**src/rtl/pipe_mem_wb.sv**
```systemverilog
// MEM/WB pipeline boundary: result select, buffered writeback entries and a sticky address-exception report.
// Define MEMWB_SKID_EN to get a 2-entry skid FIFO with a registered mem_ready; the default build holds one entry.
module pipe_mem_wb #(
    parameter int WIDTH = 32
) (
    input  logic             clk,
    input  logic             rst,
    input  logic             mem_valid,
    output logic             mem_ready,
    input  logic             mem_wreg,
    input  logic             mem_m2reg,
    input  logic             mem_jal,
    input  logic [4:0]       mem_rn,
    input  logic [WIDTH-1:0] mem_alu,
    input  logic [WIDTH-1:0] mem_mdata,
    input  logic [WIDTH-1:0] mem_pc8,
    input  logic             mem_adderr,
    input  logic             flush,
    input  logic             wb_ready,
    output logic             wb_valid,
    output logic             wb_wreg,
    output logic [4:0]       wb_rn,
    output logic [WIDTH-1:0] wb_data,
    output logic             exc_adderr,
    output logic [WIDTH-1:0] exc_badaddr,
    input  logic             exc_ack
);

    typedef struct packed {
        logic             wreg;
        logic [4:0]       rn;
        logic [WIDTH-1:0] data;
    } entry_t;

    entry_t new_entry;
    entry_t head_q;
    logic   push;
    logic   pop;
    logic   err_push;

    // A faulting access must never write the register file, but it still travels down the pipe.
    always_comb begin
        new_entry.wreg = mem_wreg && !mem_adderr;
        new_entry.rn   = mem_rn;
        if (mem_jal)
            new_entry.data = mem_pc8;
        else if (mem_m2reg)
            new_entry.data = mem_mdata;
        else
            new_entry.data = mem_alu;
    end

    assign push = mem_valid && mem_ready;
    assign pop  = wb_valid && wb_ready;

`ifdef MEMWB_SKID_EN
    entry_t     tail_q;
    logic [1:0] count_q;
    logic       ready_q;

    // NOTE: sequential state uses <= so every register samples pre-edge values regardless of statement order.
    always_ff @(posedge clk or posedge rst) begin
        if (rst) begin
            head_q  <= '0;
            tail_q  <= '0;
            count_q <= 2'd0;
            ready_q <= 1'b1;
        end else if (flush) begin
            count_q <= 2'd0;
            ready_q <= 1'b1;
        end else begin
            case (count_q)
                2'd0: begin
                    if (push) begin
                        head_q  <= new_entry;
                        count_q <= 2'd1;
                    end
                end
                2'd1: begin
                    if (push && pop) begin
                        head_q <= new_entry;
                    end else if (push) begin
                        tail_q  <= new_entry;
                        count_q <= 2'd2;
                        ready_q <= 1'b0;
                    end else if (pop) begin
                        count_q <= 2'd0;
                    end
                end
                default: begin
                    // Full: mem_ready is low, so only a pop can happen here.
                    if (pop) begin
                        head_q  <= tail_q;
                        count_q <= 2'd1;
                        ready_q <= 1'b1;
                    end
                end
            endcase
        end
    end

    assign mem_ready = ready_q;
    assign wb_valid  = (count_q != 2'd0);
`else
    logic valid_q;

    always_ff @(posedge clk or posedge rst) begin
        if (rst) begin
            head_q  <= '0;
            valid_q <= 1'b0;
        end else if (flush) begin
            valid_q <= 1'b0;
        end else if (push) begin
            head_q  <= new_entry;
            valid_q <= 1'b1;
        end else if (pop) begin
            valid_q <= 1'b0;
        end
    end

    // Pass-through: a pop frees the single slot in the same cycle it is refilled.
    assign mem_ready = !valid_q || wb_ready;
    assign wb_valid  = valid_q;
`endif

    assign wb_wreg = head_q.wreg;
    assign wb_rn   = head_q.rn;
    assign wb_data = head_q.data;

    // A push killed by flush never reaches writeback, so it cannot raise an exception either.
    assign err_push = push && mem_adderr && !flush;

    always_ff @(posedge clk or posedge rst) begin
        if (rst) begin
            exc_adderr  <= 1'b0;
            exc_badaddr <= '0;
        end else if (err_push && (!exc_adderr || exc_ack)) begin
            exc_adderr  <= 1'b1;
            exc_badaddr <= mem_alu;
        end else if (exc_ack) begin
            exc_adderr <= 1'b0;
        end
    end

endmodule

```
**config.mk**
```make
export PLATFORM = sky130hd
export DESIGN_NAME = pipe_mem_wb
export DESIGN_NICKNAME = d
export VERILOG_FILES = /design/src/rtl/pipe_mem_wb.sv
export SDC_FILE = /design/constraint.sdc
export NUM_CORES = 1
export LEC_CHECK = 0
export CORE_MARGIN = 2
export CORE_UTILIZATION = 43
export DETAILED_ROUTE_END_ITERATION = 8
export PLACE_DENSITY = 0.89
export SYNTH_ARGS = -nofsm -noshare
export SYNTH_HDL_FRONTEND = slang
export SYNTH_SLANG_ARGS = --single-unit
export TNS_END_PERCENT = 50
```
**constraint.sdc**
```tcl
create_clock -name clk -period 3.8 [get_ports clk]
set_input_delay 0.76 -clock clk [delete_from_list [all_inputs] [get_ports clk]]
set_output_delay 0.76 -clock clk [all_outputs]
set_load 0.02 [all_outputs]
```
==> results by group, run 1 <==
Cells and area
  • Final Cell Area: 5615 um^2
  • Layout overhead on the synthesized area: 57.31%
  • Register Area: 1802 um^2
  • Multi-input gate area: 1603 um^2
  • Nets: 560
  • Ant. Diodes: 0
  • Fin util: 69.04%
  • Finished Layout Cells: between 500 and 600
  • Fraction of layout cells with a size suffix above 1: 20.26%
  • Fillcell total: 586

Global routing
  • GR Overflow Total: 0
  • Vias in the first global route: 3,002
  • Initial antenna violation count: 0
  • GR Util All Layers: 22.34%
  • Largest net degree at the start of global routing: 42
  • First-pass GRT wire length: 15,100 um

Power
  • Pwr/cell area: 448.9 nW/um^2
  • Cell leakage power: 2.448 nW
  • Final Total Pwr: 2.521 mW
  • Worst vdd ir: 0.0002188 V

Die
  • Die area: 9046 um^2
  • Starting Density: 43.89%
  • Floorplan core area: 8134 um^2
  • Die Span Y: 95.11 um
  • Rows: 33
  • Die X: 95.11 um
  • I/O Pins: 184

Placement
  • Dpl hpwl: 7629 um
  • Placed Area: approximately 5400 um^2
  • Port Buffers: 183
  • Place WS: 763.7 ps
  • Placed Cells: 543
  • RD Place Congestion: 0.8293

Setup path
  • Worst setup SP type: input pin
  • Worst Path Required: 3040 ps
  • Most used cell, CP: clkdlybuf4s50_1
  • Top Family by Delay on Critical Path: buffers and inverters
  • RR Startpoint: wb_valid
  • Crit end category: primary output
  • Slowest CP cell: clkdlybuf4s50_1
  • Worst Setup SP: wb_ready
  • Crit-path max cell delay: 540 ps
  • Critical path fanouts, max: 20
  • Crit-path cells: clkdlybuf4s50_1, nor2b_4, inv_1, clkdlybuf4s50_1
  • Arrival @ worst endpoint: 2200 ps
  • WP buf/inv: 3
  • WS Path Type: in2out

Yosys
  • Yosys warns: 0
  • Sequential cell area fraction in the yosys report: 50.47%
  • Synth cell types: 19
  • Number of synthesized register bits: 72
  • Largest area contributor in the netlist: dfrtp_1
  • Syn Inst Count: 274
  • Syn nets: just under 400
  • Fraction of registers with async set/reset: 100.0%
  • Post-synth top area share: 50.47%
  • Mapped Area: 3570 um^2
  • Primary FF master, synth: dfrtp_1
  • Avg Inst Size Synth: 13.03 um^2
  • Most frequent cells after synthesis: 72 x dfrtp_1, 66 x o21ai_0, 39 x mux2_2
  • Most common cell in the netlist: dfrtp_1
  • Top post-synthesis cells by area: dfrtp_1 50%, mux2_4 13%, mux2_2 12%, o21ai_0 9.3%, mux2i_1 9.0%
  • Number of synthesized flops with an enable pin: 0

Outcome
  • Status: complete, no violations

Clock network
  • Total CTS buffers: 9
  • CTS Hold Bufs: 0
  • PostCTS Resize Cnt: 0
  • CTS tree: done
  • Setup bufs post-CTS: 0
  • H-tree levels: 3
  • Worst-skew pair later-pin latency: ~330 ps
  • Clock-pin slew on the worst setup and hold paths: approximately 70 ps
  • Clk buf depth: 2
  • Clock root cell: clkbuf_8
  • Sink Count: 72

Detailed routing
  • Drt via density: 5.197
  • Total Wirelength: around 10,000 um
  • DRC: 0
  • Drt initial violations: 89
  • Drt pass-1 iters: 7
  • Drt wl/cell: ~18 um
  • Via count: 2,905
  • Routed Antenna Nets: 0

STA
  • Min Hold Slack: 506.0 ps
  • Least-Margin Pin Slew: 1016 ps
  • Unrepaired setup endpoints after global routing: false
  • Final min period: slightly below 3000 ps
  • Setup slack after layout: 838.2 ps
  • Count of final hold-check violations: 0
  • FMAX: 0.3376 GHz
  • Slew headroom: 32.26%
  • Setup TNS: 0 ps
  • Final setup fails: 0
  • Crit share post-route: 77.94%
  • Worst Skew: 7.260 ps
  • Final Max Tran Viols: 0

Run
  • Max Cap Viol: 0

Min path
  • Hold path start: wb_rn[4]
  • Hold WC Path Type: reg2reg
## path summary, 6_finish.rpt
path / endpoint / slack, ps / cells after the start
setup / recovery: mem_ready / 840 / 4
hold / removal: wb_rn[4] / 510 / 1
setup reg to reg: wb_rn[1] / 1670 / 4
hold reg to reg: wb_rn[4] / 510 / 1
max in group asynchronous: exc_badaddr[3] / 2280 / 3
min in group asynchronous: exc_badaddr[16] / 850 / 2
## layer usage
layer | track usage, % | vias to the layer above | wire [um]
met2 | 38.20 | 157 | 4992
met5 | 0 | - | 0
li1 | - | 1330 | -
met4 | 8.696 | 0 | 228
met3 | 6.640 | 16 | 952
met1 | 26.37 | 1402 | 3918
## kinds of logic (layout without fill, tap and decap cells)
logic type             count (synthesis)  after routing  share of synthesized area [%]
buffers and inverters                 26            206                          4.626
multiplexers                         101            101                          33.89
flip-flops                            72             72                          50.47
AND/OR/NAND/NOR                        8              8                          1.542
AO/OA/AOI/OAI                         67             67                          9.464
## final cells by class
type	count	area share [%]
Timing Repair Buffer	187	33.29
Inverter	3	0.2005
Clock buffer	13	2.830
Sequential cell	72	32.09
Tap cell	105	2.340
Clock inverter	3	0.7130
Multi-Input combinational cell	176	28.54
## registers in the layout, indices dropped and copies added (netlist names)
name / flops
exc_adderr: 1
exc_badaddr: 32
wb_data: 32
wb_rn: 5
wb_valid: 1
wb_wreg: 1
## cell usage in the layout (no fill, tap or decap), drive strengths merged
cell,synthesis,layout
or2,1,1
clkbuf,11,13
nor2b,2,2
clkdlybuf4s50,0,182
mux2,69,69
bufinv,0,1
or4,1,1
buf,12,5
o21bai,1,1
nor2,2,2
o21ai,66,66
clkinv,0,2
mux2i,32,32
dfrtp,72,72
inv,3,3
nand2,1,1
nand2b,1,1
## where the power goes
part,internal [mW],leakage (nW),switching (mW)
clock,0.338,0.103,0.264
combinational,0.518,1.47,0.404
sequential,0.913,0.875,0.0837
total,1.77,2.45,0.752
(Power assumes the default switching activity.)
==> inputs of run 2 (changes only) <==
--- a/config.mk
+++ b/config.mk
@@ -6,9 +6,9 @@
 export NUM_CORES = 1
 export LEC_CHECK = 0
 export CORE_MARGIN = 2
-export CORE_UTILIZATION = 43
+export CORE_UTILIZATION = 36
 export DETAILED_ROUTE_END_ITERATION = 8
-export PLACE_DENSITY = 0.89
+export PLACE_DENSITY = 0.8
 export SYNTH_ARGS = -nofsm -noshare
 export SYNTH_HDL_FRONTEND = slang
 export SYNTH_SLANG_ARGS = --single-unit
==> constraint.sdc (replaced) <==
create_clock -name clk -period 2.4 [get_ports clk]
set_input_delay 0.48 -clock clk [delete_from_list [all_inputs] [get_ports clk]]
set_output_delay 0.48 -clock clk [all_outputs]
set_load 0.02 [all_outputs]
==> run 2 against run 1 <==
- first-iteration DRC count down 33%
- sequential power grew 58%
- total power rose by 67%
==> results by group, run 2 (synthesis gave the netlist of run 1 again) <==
Outcome
  • Status: complete, no violations

STA
  • Min Hold Slack: 507.8 ps (+1.777 ps)
  • Final min period: roughly 2200 ps
  • Final Max Tran Viols: 0 (unchanged)
  • Least-Margin Pin Slew: 599.6 ps (-416.6 ps)
  • Crit share post-route: 89.95%
  • Slew headroom: 60.03% (+28 points)
  • FMAX: 0.4632 GHz
  • Unrepaired setup endpoints after global routing: false
  • Setup TNS: 0 ps (unchanged)
  • Final setup fails: 0 (unchanged)
  • Worst Skew: 7.777 ps (+0.5177 ps)
  • Count of final hold-check violations: 0 (unchanged)

Clock network
  • Sink Count: 72 (unchanged)
  • H-tree levels: 3 (unchanged)
  • Worst-skew pair later-pin latency: 330 ps (about the same)
  • PostCTS Resize Cnt: 0 (unchanged)
  • Total CTS buffers: 9 (unchanged)
  • CTS tree: done
  • CTS Hold Bufs: 0 (unchanged)
  • Setup bufs post-CTS: 0 (unchanged)
  • Clk buf depth: 2 (unchanged)
  • Clock-pin slew on the worst setup and hold paths: 70 ps (about the same)
  • Clock root cell: clkbuf_8

Detailed routing
  • Routed Antenna Nets: 0 (unchanged)
  • Drt wl/cell: 17.19 um (-4.8%)
  • Total Wirelength: 10,140 um (+0.49%)
  • DRC: 0 (unchanged)
  • Drt initial violations: 60 (-33%)
  • Drt via density: 4.868 (-6.3%)
  • Drt pass-1 iters: 4 (-3)
  • Via count: 2,872 (-1.1%)

Global routing
  • GR Util All Layers: 19.54% (-2.8 points)
  • GR Overflow Total: 0 (unchanged)
  • Vias in the first global route: 3,287 (+9.5%)
  • Initial antenna violation count: 0 (unchanged)
  • Largest net degree at the start of global routing: 73 (+74%)
  • First-pass GRT wire length: 16,570 um (+9.7%)

Setup path
  • Crit end category: primary output
  • Slowest CP cell: clkdlybuf4s50_1
  • Worst Path Required: 1920 ps (-1120 ps)
  • Worst setup SP type: input pin
  • Most used cell, CP: clkdlybuf4s50_1
  • Critical path fanouts, max: 4 (-80%)
  • Crit-path max cell delay: 590 ps (+50 ps)
  • Top Family by Delay on Critical Path: buffers and inverters
  • WS Path Type: in2out
  • Arrival @ worst endpoint: 1680 ps (-520 ps)
  • WP buf/inv: 3 (unchanged)
  • Crit-path cells: clkdlybuf4s50_1, nor2b_4, inv_1, clkdlybuf4s50_1

Cells and area
  • Most common cell after layout, fill and taps aside: clkdlybuf4s50_1
  • Fillcell total: 788 (+34%)
  • Fraction of layout cells with a size suffix above 1: 21.44% (+1.2 points)
  • Nets: 563 (+0.54%)
  • Finished Layout Cells: 590 (+5.5%)
  • Fin util: 59.22% (-9.8 points)
  • Ant. Diodes: 0 (unchanged)
  • Most frequent cells in the layout: 181 x clkdlybuf4s50_1, 72 x dfrtp_1, 66 x o21ai_0
  • Layout overhead on the synthesized area: 60.67%

Die
  • I/O Pins: 184 (unchanged)
  • Floorplan core area: 9684 um^2 (+19%)
  • Starting Density: 36.86% (-7.0 points)
  • Rows: 36 (+9.1%)
  • Die area: 10,730 um^2 (+19%)
  • Die X: 103.6 um (+8.9%)
  • Die Span Y: 103.6 um (+8.9%)

Placement
  • Placed Cells: 574 (+5.7%)
  • Dpl hpwl: 7222 um (-5.3%)
  • RD Place Congestion: 0.7593 (-8.4%)
  • Port Buffers: 183 (unchanged)

Run
  • Max Cap Viol: 0 (unchanged)

Min path
  • Hold WC Path Type: reg2reg

Power
  • Cell leakage power: 2.490 nW (+1.7%)
  • Pwr/cell area: 733.9 nW/um^2 (+63%)
  • Worst vdd ir: 0.0003347 V (+53%)
==> run 2: cell type report <==
class,instances,area [um^2],share of cell area (%)
clock buffer,11,151.4,2.640
clock inverter,5,102.6,1.789
inverter,3,11.26,0.1963
multi-input combinational,176,1603,27.95
sequential,72,1802,31.41
tap,133,166.4,2.901
timing repair buffer,190,1899,33.12
==> run 2: path summary, 6_finish.rpt <==
check | start | end | slack, ps | cells after the start
setup / recovery | wb_ready | mem_ready | 240 | 4
hold / removal | wb_rn[1] | wb_rn[1] | 510 | 1
setup reg to reg | wb_valid | exc_badaddr[17] | 690 | 4
hold reg to reg | wb_rn[1] | wb_rn[1] | 510 | 1
max in group asynchronous | rst | exc_badaddr[2] | 1550 | 3
min in group asynchronous | rst | exc_badaddr[21] | 540 | 3
==> run 2: per-layer routing <==
layer,track usage (%),vias to the layer above,routed length [um]
met3,4.783,10,635
li1,-,1341,-
met2,34.34,119,5131
met5,0,-,0
met1,23.62,1402,4239
met4,6.178,0,134
==> run 2: worst reg2reg max path, stage by stage (launching register included) <==
cell	delay [ps]
dfrtp_1	390
nor2b_4	140
or4_4	520
buf_12	220
mux2_4	330
==> run 2: stage by stage <==
stage          instance area (um^2)  total power, mW  setup WS (ps)
2_1_floorplan                  3570            2.285          95.08
3_3_place_gp                   5482            3.022          185.3
3_5_place_dp                   5482            3.058          144.3
4_1_cts                        5736            4.259          234.5
5_1_grt                        5736            4.417          200.4
6_report                       5736            4.209          241.2
==> run 2: power by group <==
group | total, mW | internal (mW) | switching (mW)
clock | 1.18 | 0.746 | 0.437
sequential | 1.57 | 1.44 | 0.128
combinational | 1.45 | 0.823 | 0.632
